**src/rtl/mc_pkg.sv**
```systemverilog
// -----------------------------------------------------------------------------
// mc_pkg
// Shared definitions for the multi-cycle MIPS sequencing controller:
//   - FSM state encoding (FETCH..WB = 0..4)
//   - opcode / funct constants for the supported instructions
//   - select-field codes for pc_src, reg_dst, wd_sel, alu_op, ext_op, mem_size
//   - dec_t: the decoded instruction record passed from mc_decode to the FSM
// -----------------------------------------------------------------------------
package mc_pkg;

  typedef enum logic [2:0] {
    ST_FETCH  = 3'd0,
    ST_DECODE = 3'd1,
    ST_EXEC   = 3'd2,
    ST_MEM    = 3'd3,
    ST_WB     = 3'd4
  } state_t;

  localparam logic [5:0] OP_RTYPE = 6'h00;
  localparam logic [5:0] OP_J     = 6'h02;
  localparam logic [5:0] OP_JAL   = 6'h03;
  localparam logic [5:0] OP_BEQ   = 6'h04;
  localparam logic [5:0] OP_BNE   = 6'h05;
  localparam logic [5:0] OP_ORI   = 6'h0D;
  localparam logic [5:0] OP_LUI   = 6'h0F;
  localparam logic [5:0] OP_LW    = 6'h23;
  localparam logic [5:0] OP_LBU   = 6'h24;
  localparam logic [5:0] OP_LHU   = 6'h25;
  localparam logic [5:0] OP_SB    = 6'h28;
  localparam logic [5:0] OP_SH    = 6'h29;
  localparam logic [5:0] OP_SW    = 6'h2B;

  localparam logic [5:0] FN_JR    = 6'h08;
  localparam logic [5:0] FN_JALR  = 6'h09;
  localparam logic [5:0] FN_ADDU  = 6'h21;
  localparam logic [5:0] FN_SUBU  = 6'h23;

  localparam logic [1:0] PC_SRC_SEQ  = 2'd0;
  localparam logic [1:0] PC_SRC_BR   = 2'd1;
  localparam logic [1:0] PC_SRC_JIMM = 2'd2;
  localparam logic [1:0] PC_SRC_RS   = 2'd3;

  localparam logic [1:0] REG_DST_RT = 2'd0;
  localparam logic [1:0] REG_DST_RD = 2'd1;
  localparam logic [1:0] REG_DST_RA = 2'd2;

  localparam logic [1:0] WD_ALU = 2'd0;
  localparam logic [1:0] WD_MEM = 2'd1;
  localparam logic [1:0] WD_PC  = 2'd2;

  localparam logic [3:0] ALU_ADD = 4'd0;
  localparam logic [3:0] ALU_SUB = 4'd1;
  localparam logic [3:0] ALU_OR  = 4'd2;

  localparam logic [1:0] EXT_ZERO = 2'd0;
  localparam logic [1:0] EXT_LUI  = 2'd1;
  localparam logic [1:0] EXT_SIGN = 2'd2;

  localparam logic [1:0] MEM_WORD = 2'd0;
  localparam logic [1:0] MEM_BYTE = 2'd1;
  localparam logic [1:0] MEM_HALF = 2'd2;

  // One-hot instruction class plus the static datapath fields for it.
  // brNe distinguishes bne from beq inside the BR class.
  typedef struct packed {
    logic       isR;
    logic       isI;
    logic       isLd;
    logic       isSt;
    logic       isBr;
    logic       brNe;
    logic       isJ;
    logic       isJr;
    logic       isJal;
    logic       isJalr;
    logic       isNop;
    logic       aluSrc;
    logic [3:0] aluOp;
    logic [1:0] extOp;
    logic [1:0] memSize;
    logic [1:0] regDst;
  } dec_t;

  // Branch resolution: beq takes on zero, bne takes on not-zero.
  function automatic logic brTaken(input dec_t d, input logic zero);
    return d.isBr & (d.brNe ? ~zero : zero);
  endfunction

endpackage

```
**src/rtl/mc_if.sv**
```systemverilog
// -----------------------------------------------------------------------------
// mc_if
// Bundle between the sequencing controller and the datapath/memory.
//   Datapath -> controller : op, funct, zero, mem_ack
//   Controller -> datapath : memory strobe/size, write enables, mux selects,
//                            ALU controls, instr_done, debug state, counters
// modport master : the controller side
// modport slave  : the datapath side
// -----------------------------------------------------------------------------
interface mc_if;

  logic [5:0]  op;
  logic [5:0]  funct;
  logic        zero;
  logic        mem_ack;
  logic        mem_req;
  logic        mem_we;
  logic [1:0]  mem_size;
  logic        ir_we;
  logic        pc_we;
  logic [1:0]  pc_src;
  logic        reg_we;
  logic [1:0]  reg_dst;
  logic [1:0]  wd_sel;
  logic        alu_src;
  logic [3:0]  alu_op;
  logic [1:0]  ext_op;
  logic        instr_done;
  logic [2:0]  state;
  logic [31:0] cycle_cnt;
  logic [31:0] instr_cnt;

  modport master (
    input  op, funct, zero, mem_ack,
    output mem_req, mem_we, mem_size, ir_we, pc_we, pc_src, reg_we,
           reg_dst, wd_sel, alu_src, alu_op, ext_op, instr_done, state,
           cycle_cnt, instr_cnt
  );

  modport slave (
    output op, funct, zero, mem_ack,
    input  mem_req, mem_we, mem_size, ir_we, pc_we, pc_src, reg_we,
           reg_dst, wd_sel, alu_src, alu_op, ext_op, instr_done, state,
           cycle_cnt, instr_cnt
  );

endinterface

```
**src/rtl/mc_decode.sv**
```systemverilog
// -----------------------------------------------------------------------------
// mc_decode
// Purely combinational instruction decoder.
//   i_op    : IR[31:26]
//   i_funct : IR[5:0]
//   o_dec   : class one-hot plus alu_op/ext_op/alu_src/mem_size/reg_dst
// Anything not recognised decodes as NOP.
// -----------------------------------------------------------------------------
module mc_decode
  import mc_pkg::*;
(
  input  logic [5:0] i_op,
  input  logic [5:0] i_funct,
  output dec_t       o_dec
);

  // Map opcode/funct onto a class and its fixed datapath controls.
  // lui uses OR with rs (encoded as $0) so the ALU just passes the
  // shifted immediate through.
  always_comb begin
    o_dec = '0;
    case (i_op)
      OP_RTYPE: begin
        case (i_funct)
          FN_ADDU: begin
            o_dec.isR    = 1'b1;
            o_dec.aluOp  = ALU_ADD;
            o_dec.regDst = REG_DST_RD;
          end
          FN_SUBU: begin
            o_dec.isR    = 1'b1;
            o_dec.aluOp  = ALU_SUB;
            o_dec.regDst = REG_DST_RD;
          end
          FN_JR:   o_dec.isJr = 1'b1;
          FN_JALR: begin
            o_dec.isJalr = 1'b1;
            o_dec.regDst = REG_DST_RD;
          end
          default: o_dec.isNop = 1'b1;
        endcase
      end
      OP_ORI, OP_LUI: begin
        o_dec.isI    = 1'b1;
        o_dec.aluSrc = 1'b1;
        o_dec.aluOp  = ALU_OR;
        o_dec.extOp  = (i_op == OP_LUI) ? EXT_LUI : EXT_ZERO;
        o_dec.regDst = REG_DST_RT;
      end
      OP_LW, OP_LBU, OP_LHU: begin
        o_dec.isLd    = 1'b1;
        o_dec.aluSrc  = 1'b1;
        o_dec.aluOp   = ALU_ADD;
        o_dec.extOp   = EXT_SIGN;
        o_dec.regDst  = REG_DST_RT;
        o_dec.memSize = (i_op == OP_LBU) ? MEM_BYTE :
                        (i_op == OP_LHU) ? MEM_HALF : MEM_WORD;
      end
      OP_SW, OP_SB, OP_SH: begin
        o_dec.isSt    = 1'b1;
        o_dec.aluSrc  = 1'b1;
        o_dec.aluOp   = ALU_ADD;
        o_dec.extOp   = EXT_SIGN;
        o_dec.memSize = (i_op == OP_SB) ? MEM_BYTE :
                        (i_op == OP_SH) ? MEM_HALF : MEM_WORD;
      end
      OP_BEQ, OP_BNE: begin
        o_dec.isBr  = 1'b1;
        o_dec.brNe  = (i_op == OP_BNE);
        o_dec.aluOp = ALU_SUB;
        o_dec.extOp = EXT_SIGN;
      end
      OP_J:    o_dec.isJ = 1'b1;
      OP_JAL: begin
        o_dec.isJal  = 1'b1;
        o_dec.regDst = REG_DST_RA;
      end
      default: o_dec.isNop = 1'b1;
    endcase
  end

endmodule

```
**src/rtl/mc_controller.sv**
```systemverilog
// -----------------------------------------------------------------------------
// mc_controller
// Multi-cycle sequencing controller for a shared-memory MIPS datapath.
// Steps FETCH -> DECODE -> EXEC -> MEM -> WB as the instruction needs and
// drives the datapath strobes and selects for each state.
//   clk   : system clock, rising edge
//   reset : asynchronous, active-low
//   bus   : mc_if.master (IR fields, zero flag, memory handshake, controls,
//           instr_done, debug state, performance counters)
// Build option: `MC_PERF_CNT_EN adds 32-bit cycle/instruction counters;
// without it cycle_cnt and instr_cnt are constant 0.
// -----------------------------------------------------------------------------
module mc_controller
  import mc_pkg::*;
(
  input  logic clk,
  input  logic reset,
  mc_if.master bus
);

  state_t     r_state;
  state_t     w_next;
  dec_t       w_dec;
  logic       w_memReq;
  logic       w_memWe;
  logic [1:0] w_memSize;
  logic       w_irWe;
  logic       w_pcWe;
  logic [1:0] w_pcSrc;
  logic       w_regWe;
  logic [1:0] w_regDst;
  logic [1:0] w_wdSel;
  logic       w_aluSrc;
  logic [3:0] w_aluOp;
  logic [1:0] w_extOp;
  logic       w_instrDone;

  mc_decode u_decode (
    .i_op    (bus.op),
    .i_funct (bus.funct),
    .o_dec   (w_dec)
  );

  // State register; reset drops straight back to FETCH, abandoning any
  // instruction in flight.
  always_ff @(posedge clk or negedge reset) begin
    if (!reset) r_state <= ST_FETCH;
    else        r_state <= w_next;
  end

  // Next-state and output decode. Every output is forced low while reset
  // is asserted so nothing (notably mem_req in FETCH) leaks out during
  // reset. Decode results are only consulted from DECODE onward, which is
  // what makes the IR contents seen during FETCH irrelevant.
  always_comb begin
    w_next      = r_state;
    w_memReq    = 1'b0;
    w_memWe     = 1'b0;
    w_memSize   = MEM_WORD;
    w_irWe      = 1'b0;
    w_pcWe      = 1'b0;
    w_pcSrc     = PC_SRC_SEQ;
    w_regWe     = 1'b0;
    w_regDst    = REG_DST_RT;
    w_wdSel     = WD_ALU;
    w_aluSrc    = 1'b0;
    w_aluOp     = ALU_ADD;
    w_extOp     = EXT_ZERO;
    w_instrDone = 1'b0;
    if (reset) begin
      case (r_state)
        ST_FETCH: begin
          w_memReq = 1'b1;
          if (bus.mem_ack) begin
            w_irWe  = 1'b1;
            w_pcWe  = 1'b1;
            w_pcSrc = PC_SRC_SEQ;
            w_next  = ST_DECODE;
          end
        end
        ST_DECODE: begin
          if (w_dec.isJ) begin
            w_pcWe      = 1'b1;
            w_pcSrc     = PC_SRC_JIMM;
            w_instrDone = 1'b1;
            w_next      = ST_FETCH;
          end else if (w_dec.isJr) begin
            w_pcWe      = 1'b1;
            w_pcSrc     = PC_SRC_RS;
            w_instrDone = 1'b1;
            w_next      = ST_FETCH;
          end else if (w_dec.isJal || w_dec.isJalr) begin
            w_next = ST_WB;
          end else if (w_dec.isNop) begin
            w_instrDone = 1'b1;
            w_next      = ST_FETCH;
          end else begin
            w_next = ST_EXEC;
          end
        end
        ST_EXEC: begin
          w_aluSrc = w_dec.aluSrc;
          w_aluOp  = w_dec.aluOp;
          w_extOp  = w_dec.extOp;
          if (w_dec.isBr) begin
            if (brTaken(w_dec, bus.zero)) begin
              w_pcWe  = 1'b1;
              w_pcSrc = PC_SRC_BR;
            end
            w_instrDone = 1'b1;
            w_next      = ST_FETCH;
          end else if (w_dec.isLd || w_dec.isSt) begin
            w_next = ST_MEM;
          end else if (w_dec.isR || w_dec.isI) begin
            w_next = ST_WB;
          end else begin
            w_next = ST_FETCH;
          end
        end
        ST_MEM: begin
          w_memReq  = 1'b1;
          w_memWe   = w_dec.isSt;
          w_memSize = w_dec.memSize;
          if (bus.mem_ack) begin
            if (w_dec.isSt) begin
              w_instrDone = 1'b1;
              w_next      = ST_FETCH;
            end else begin
              w_next = ST_WB;
            end
          end
        end
        ST_WB: begin
          // jal/jalr write the link value (PC already advanced by 4) in the
          // same cycle the PC is redirected.
          w_regWe     = 1'b1;
          w_regDst    = w_dec.regDst;
          w_wdSel     = w_dec.isLd ? WD_MEM :
                        (w_dec.isJal || w_dec.isJalr) ? WD_PC : WD_ALU;
          w_instrDone = 1'b1;
          w_next      = ST_FETCH;
          if (w_dec.isJal) begin
            w_pcWe  = 1'b1;
            w_pcSrc = PC_SRC_JIMM;
          end else if (w_dec.isJalr) begin
            w_pcWe  = 1'b1;
            w_pcSrc = PC_SRC_RS;
          end
        end
        default: w_next = ST_FETCH;
      endcase
    end
  end

  assign bus.mem_req    = w_memReq;
  assign bus.mem_we     = w_memWe;
  assign bus.mem_size   = w_memSize;
  assign bus.ir_we      = w_irWe;
  assign bus.pc_we      = w_pcWe;
  assign bus.pc_src     = w_pcSrc;
  assign bus.reg_we     = w_regWe;
  assign bus.reg_dst    = w_regDst;
  assign bus.wd_sel     = w_wdSel;
  assign bus.alu_src    = w_aluSrc;
  assign bus.alu_op     = w_aluOp;
  assign bus.ext_op     = w_extOp;
  assign bus.instr_done = w_instrDone;
  assign bus.state      = r_state;

`ifdef MC_PERF_CNT_EN
  logic [31:0] r_cycleCnt;
  logic [31:0] r_instrCnt;

  // Free-running performance counters, both wrapping naturally at 2^32.
  always_ff @(posedge clk or negedge reset) begin
    if (!reset) begin
      r_cycleCnt <= '0;
      r_instrCnt <= '0;
    end else begin
      r_cycleCnt <= r_cycleCnt + 32'd1;
      if (w_instrDone) r_instrCnt <= r_instrCnt + 32'd1;
    end
  end

  assign bus.cycle_cnt = r_cycleCnt;
  assign bus.instr_cnt = r_instrCnt;
`else
  assign bus.cycle_cnt = '0;
  assign bus.instr_cnt = '0;
`endif

endmodule

```
**src/flat_wrapper.sv**
```systemverilog
// flat-port wrapper written by rule: the top's interface ports become plain ports
module mc_controller_flat import mc_pkg::*;
  (clk, reset, bus_op, bus_funct, bus_zero, bus_mem_ack, bus_mem_req, bus_mem_we, bus_mem_size, bus_ir_we, bus_pc_we, bus_pc_src, bus_reg_we, bus_reg_dst, bus_wd_sel, bus_alu_src, bus_alu_op, bus_ext_op, bus_instr_done, bus_state, bus_cycle_cnt, bus_instr_cnt);
  mc_if bus_i ();
  input  logic clk;
  input  logic reset;
  input wire logic [$bits(bus_i.op)-1:0] bus_op;
  input wire logic [$bits(bus_i.funct)-1:0] bus_funct;
  input wire logic [$bits(bus_i.zero)-1:0] bus_zero;
  input wire logic [$bits(bus_i.mem_ack)-1:0] bus_mem_ack;
  output wire logic [$bits(bus_i.mem_req)-1:0] bus_mem_req;
  output wire logic [$bits(bus_i.mem_we)-1:0] bus_mem_we;
  output wire logic [$bits(bus_i.mem_size)-1:0] bus_mem_size;
  output wire logic [$bits(bus_i.ir_we)-1:0] bus_ir_we;
  output wire logic [$bits(bus_i.pc_we)-1:0] bus_pc_we;
  output wire logic [$bits(bus_i.pc_src)-1:0] bus_pc_src;
  output wire logic [$bits(bus_i.reg_we)-1:0] bus_reg_we;
  output wire logic [$bits(bus_i.reg_dst)-1:0] bus_reg_dst;
  output wire logic [$bits(bus_i.wd_sel)-1:0] bus_wd_sel;
  output wire logic [$bits(bus_i.alu_src)-1:0] bus_alu_src;
  output wire logic [$bits(bus_i.alu_op)-1:0] bus_alu_op;
  output wire logic [$bits(bus_i.ext_op)-1:0] bus_ext_op;
  output wire logic [$bits(bus_i.instr_done)-1:0] bus_instr_done;
  output wire logic [$bits(bus_i.state)-1:0] bus_state;
  output wire logic [$bits(bus_i.cycle_cnt)-1:0] bus_cycle_cnt;
  output wire logic [$bits(bus_i.instr_cnt)-1:0] bus_instr_cnt;
  assign bus_i.op = bus_op;
  assign bus_i.funct = bus_funct;
  assign bus_i.zero = bus_zero;
  assign bus_i.mem_ack = bus_mem_ack;
  assign bus_mem_req = bus_i.mem_req;
  assign bus_mem_we = bus_i.mem_we;
  assign bus_mem_size = bus_i.mem_size;
  assign bus_ir_we = bus_i.ir_we;
  assign bus_pc_we = bus_i.pc_we;
  assign bus_pc_src = bus_i.pc_src;
  assign bus_reg_we = bus_i.reg_we;
  assign bus_reg_dst = bus_i.reg_dst;
  assign bus_wd_sel = bus_i.wd_sel;
  assign bus_alu_src = bus_i.alu_src;
  assign bus_alu_op = bus_i.alu_op;
  assign bus_ext_op = bus_i.ext_op;
  assign bus_instr_done = bus_i.instr_done;
  assign bus_state = bus_i.state;
  assign bus_cycle_cnt = bus_i.cycle_cnt;
  assign bus_instr_cnt = bus_i.instr_cnt;
  mc_controller u_core (.clk(clk), .reset(reset), .bus(bus_i));
endmodule
```
**config.mk**
```make
export PLATFORM = sky130hd
export DESIGN_NAME = mc_controller_flat
export DESIGN_NICKNAME = d
export VERILOG_FILES = /design/src/rtl/mc_pkg.sv /design/src/rtl/mc_if.sv /design/src/rtl/mc_decode.sv /design/src/rtl/mc_controller.sv /design/src/flat_wrapper.sv
export SDC_FILE = /design/constraint.sdc
export NUM_CORES = 1
export LEC_CHECK = 0
export CORE_ASPECT_RATIO = 0.7
export CORE_MARGIN = 2
export CORE_UTILIZATION = 34
export DETAILED_ROUTE_END_ITERATION = 10
export HOLD_SLACK_MARGIN = 0.03
export PLACE_DENSITY = 0.83
export SKIP_CTS_REPAIR_TIMING = 1
export SLEW_MARGIN = 20
export SYNTH_ARGS = -nofsm -noshare
export SYNTH_HDL_FRONTEND = slang
export SYNTH_SLANG_ARGS = --single-unit
```
**constraint.sdc**
```tcl
create_clock -name clk -period 3.6 [get_ports clk]
set_input_delay 0.72 -clock clk [delete_from_list [all_inputs] [get_ports clk]]
set_output_delay 0.72 -clock clk [all_outputs]
set_load 0.005 [all_outputs]
```
Word-level counts from Yosys, hierarchy flattened
Cells that the tools add are included.
Widths: inputs -> output; s select.
Storage, ports and cells
  bits in registers: 3
  latch bits: 0
  RAM bits: 0
  memory bits (read-only): 0
  input bits: 16
  output and inout bits: 88
  memories kept: 0
Operators by class
  add/subtract/negate cells: 0
  multiply operators: 0
  div/mod/pow operators: 0
  magnitude comparators: 0
  eq/ne operators: 22
  shift operators: 0
  mux-type cells: 86
  bitwise logic cells: 2
  reductions and logical operators: 17
Operators with widths (number)
  $eq 6x6->1 const B: 8
  $mux 1: 44
  $mux 2: 22
  $mux 3: 9
  $eq 6x4->1 const B: 4
  $reduce_or 8->1: 2
  $eq 6x2->1 const B: 2
  $eq 6x3->1 const B: 2
  $pmux 2 s2: 3
  $pmux 3 s4: 1
  $pmux 4 s3: 1
  $reduce_or 12->1: 1
  $reduce_or 3->1: 3
  $mux 4: 2
  $pmux 1 s4: 2
  $reduce_or 2->1: 4
  $eq 3x2->1 const B: 2
  $logic_not 6->1: 1
  $pmux 2 s3: 1
  $ne 2x2->1 const B: 2
  $reduce_or 4->1: 1
  $eq 3x1->1 const B: 1
  $eq 3x3->1 const B: 1
  $logic_not 3->1: 1
  5 further kinds: 7

Longest topological paths before layout
  depth in word-level cells: 10
  gate-level depth with buffers: 7

Hierarchy
A second synthesis with hierarchy kept.
Unflattened totals
  cell total of the unflattened synthesis: 204
  area total of the unflattened synthesis: 1365.1 µm²
Modules (own cells, without submodules)
  mc_controller: times used 1, cells an instance 142, area each 1021.0 µm²
  mc_decode: times used 1, cells an instance 62, area each 344.1 µm²

Worst setup path after synthesis
OpenSTA, ideal clock, no wires.
  path kind: in2out
  start point: input port bus_op[3]
  end point: output port bus_pc_src[0]
  arrival time: 2.284 ns
  slack: 0.596 ns
  cell stages on the path: 7
  cell sequence: buf_6 > or4_4 > buf_6 > or3_4 > nor4_1 > a31oi_1 > nor2b_1
On the way
  cells in the longest elaborated chain, start to end: 9
Ends and longest elaborated chain
  from (decl): RTL line flat_wrapper.sv:7  | input wire logic [$bits(bus_i.op)-1:0] bus_op;
  $eq 6x3->1, on equally long branches: RTL line mc_decode.sv:22, mc_decode.sv:69
  $reduce_or 2->1: RTL line mc_decode.sv:22  | case (i_op)
  $mux 2: RTL line mc_decode.sv:22
  $mux 1: RTL line mc_pkg.sv:86  | return d.isBr & (d.brNe ? ~zero : zero);
  $and 1x1->1: RTL line mc_pkg.sv:86
  $mux 1: RTL line mc_controller.sv:106  | if (brTaken(w_dec, bus.zero)) begin
  $mux 2: RTL line mc_controller.sv:105  | if (w_dec.isBr) begin
  $pmux 2 s3 (*): RTL line mc_controller.sv:71  | case (r_state)
  $mux 2 (*): RTL line mc_controller.sv:70  | if (reset) begin
  to (decl): RTL line flat_wrapper.sv:16  | output wire logic [$bits(bus_i.pc_src)-1:0] bus_pc_src;
Every way passes the cells marked *; elsewhere a longest branch is shown, timed or not.

Worst setup path in the final report
  start point: input port bus_op[3]
  end point: output port bus_reg_dst[0]
On the way
  cells in the longest elaborated chain, start to end: 4
Ends and longest elaborated chain
  $eq 6x2->1 or $logic_not 6->1 (tied branches): RTL line mc_decode.sv:22
  $pmux 2 s2 (*): RTL line mc_decode.sv:22
  $mux 2 (*): RTL line mc_controller.sv:71
  $mux 2 (*): RTL line mc_controller.sv:70
  to (decl): RTL line flat_wrapper.sv:18  | output wire logic [$bits(bus_i.reg_dst)-1:0] bus_reg_dst;
Marked as above.

==> impl_metrics.toml <==
[clocking]
path_clk_slew_ns = 0.03
clock-sinks = 3
cts_buffers = 3
htree_levels = 1
clock-root-buffer = "clkbuf_8"
clk_latency_ns = 0.22
clock_path_buffers = 2
cts_tree = "built"

[critical_path]
critPathSlowestCell = "or4_4"
cpPeakStageDelay_ns = 0.55
crit_family = "simple AND/OR/NAND/NOR gates"
crit_type = "in -> out"
crit_top_cell = "clkdlybuf4s50_1"
cp-end-kind = "output port"
startpoint_type = "input pin"
crit_chain = "clkdlybuf4s50_1, or4_4, or3_4, nor3b_2, clkdlybuf4s50_1"
crit_fanout = 5
path_buf_inv = 2
cp.required_ns = 2.88
cp.arrival_ns = 2.82

[global_routing]
grt_pass1_wl_um = 5090
grt_usage_pct = 14.1
grt.overflow.total = 0
antenna_found_initial = 0
grt_pass1_vias = 1052
grt_start_max_net_pins = 16

[detailed_routing]
drc = 0
viasPerCell = 4.45
drt-pass1-iter-count = 4
routed_wl_um = 3440
drt_iter0_markers = 140
vias = 1294
antenna_left = 0
wl_per_cell_um = 11.8

[place]
hpwl_um = 2690
gp_congestion = 0.929
place_area_um2 = 1610
dp.cells = 287
io_buffer_count = 37
pre_cts_slack_ns = -0.260

[timing]
rsz0062_at_grt = "false"
timing.hold.ws_ns = 0.689
worst_pin_slew_ns = 0.757
finalWorstSetupSlack_ns = 0.0610
finalSetupViolCount = 0
hold_viol_final = 0
finalCritPeriodShare_pct = 98.3
relSlewSlack_pct = 49.1
slew_viol_final = 0
skew_ns = 0.00266
fin_setup_tns_ns = 0
finalCriticalPeriod_ns = 3.54
fmax_mhz = 283

[pwr]
p_sw_uw = 196
p_per_area_nw_per_um2 = 264
peakVddDrop_mv = 0.153
switching_share_pct = 43.1
seqPwrFrac_pct = 11.7
intPower_uw = 259
p_leak_nw = 0.870
pwr-share-clk_pct = 21.8
report.power.total_uw = 455
p_comb_share_pct = 66.5

[floorplan]
io_pins = 104
coreArea_um2 = 3600
rows = 18
dieHeight_um = 55.7
dieArea_um2 = 4340
initial_core_util_pct = 36.1
die_x_um = 77.9

[synth]
synthDominantCellAreaShare_pct = 38.1
synth-seq-cells = 3
yosysUniqueCellTypes = 51
syn_inst = 186
postSynth.asyncResetShare_pct = 100
yosys_warnings = 0
synth_area_leaders = "buf_4, dfrtp_1, nor2_1"
synth_edf_count = 0
yosysTopAreaCell = "buf_4"
synth_seq_area_share_pct = 5.77
ys.flop_type = "dfrtp_1"
syn-mean-instance-area_um2 = 6.99
synth_area_um2 = 1300

[finish]
seq_area_um2 = 75.1
multi_input_area_um2 = 967
drive_gt1_share_pct = 17.4
fin_area_um2 = 1730
final_cells = 291
postLayoutCoreUtil_pct = 47.9
diodes = 0
layout.nets = 258
n_fill_cell = 377
syn_to_final_growth_pct = 32.8
largest_reg_flops = 3

[flow_run]
maxCapViolCount = 0

[outcome]
status = "completed"

[worst_hold_path]
hp-class = "reg -> reg"
## final timing paths
check | cells after the start | to | from | slack [ns]
worst min-delay path | 2 | u_core.bus.state[0] | u_core.bus.state[0] | 0.69
max in group asynchronous | 2 | u_core.bus.state[0] | reset | 2.65
min in group asynchronous | 2 | u_core.bus.state[2] | reset | 0.82
worst min register to register | 2 | u_core.bus.state[0] | u_core.bus.state[0] | 0.69
worst max-delay path | 5 | bus_reg_dst[0] | bus_op[3] | 0.06
worst max register to register | 5 | u_core.bus.state[2] | u_core.bus.state[1] | 1.62
## tightest hold or removal path: stages (launching register included)
cell	delay, ns
dfrtp_1	0.33
buf_4	0.20
a21o_1	0.13
## area by class of cell
| cell class | count | share of cell area (%) |
|---|---|---|
| Tap cell | 50 | 3.62 |
| Clock buffer | 4 | 2.61 |
| Inverter | 5 | 1.09 |
| Sequential cell | 3 | 4.35 |
| Timing Repair Buffer | 60 | 32.3 |
| Multi-Input combinational cell | 169 | 56.0 |
## cells in the final DEF (no fill, tap or decap), types with 5 or more instances in the layout
cell and count:
conb_1 66, clkdlybuf4s50_1 31, buf_4 23, nor2_1 13, nand2_1 11, nor3_1 8, a21oi_1 6, dlymetal6s2s_1 6
inv_1 5, o21ai_0 5
## synth_stat cells (2+ instances only)
library cell / number
clkbuf_1: 6
a31oi_1: 2
or3_1: 2
a21oi_1: 7
nor2b_1: 3
or3b_2: 4
inv_1: 5
dfrtp_1: 3
o21ai_0: 6
buf_6: 2
nor3_1: 9
nor3b_1: 3
nand4_1: 2
xor2_1: 3
nand3_1: 2
buf_4: 66
nor4_1: 2
nand2_1: 11
nor2_1: 13
mux2i_1: 2
nand2b_1: 3
## per-layer routing
layer / part of all wire [%] / vias up / GRT usage (%)
met5: 0 / - / 0
met4: 0.49 / 0 / 3.01
met3: 11 / 2 / 4.22
met2: 46 / 65 / 20.6
met1: 43 / 598 / 20.4
li1: - / 629 / -
## power by group through the flow
stage	registers, mW	clock network [mW]	logic, mW
2_1_floorplan	0.0596	0	0.212
3_3_place_gp	0.0526	0	0.290
3_5_place_dp	0.0530	0	0.295
4_1_cts	0.0527	0.102	0.296
5_1_grt	0.0549	0.104	0.335
6_report	0.0534	0.0993	0.303
## logic make-up after synthesis
group	synth area share, %
flops	5.77
xor+xnor	2.02
simple gates	28.5
other cells	0.288
compound gates	18.0
mux	2.41
buf+inv	43.0
No activity file was read; power rests on OpenSTA's default activity.
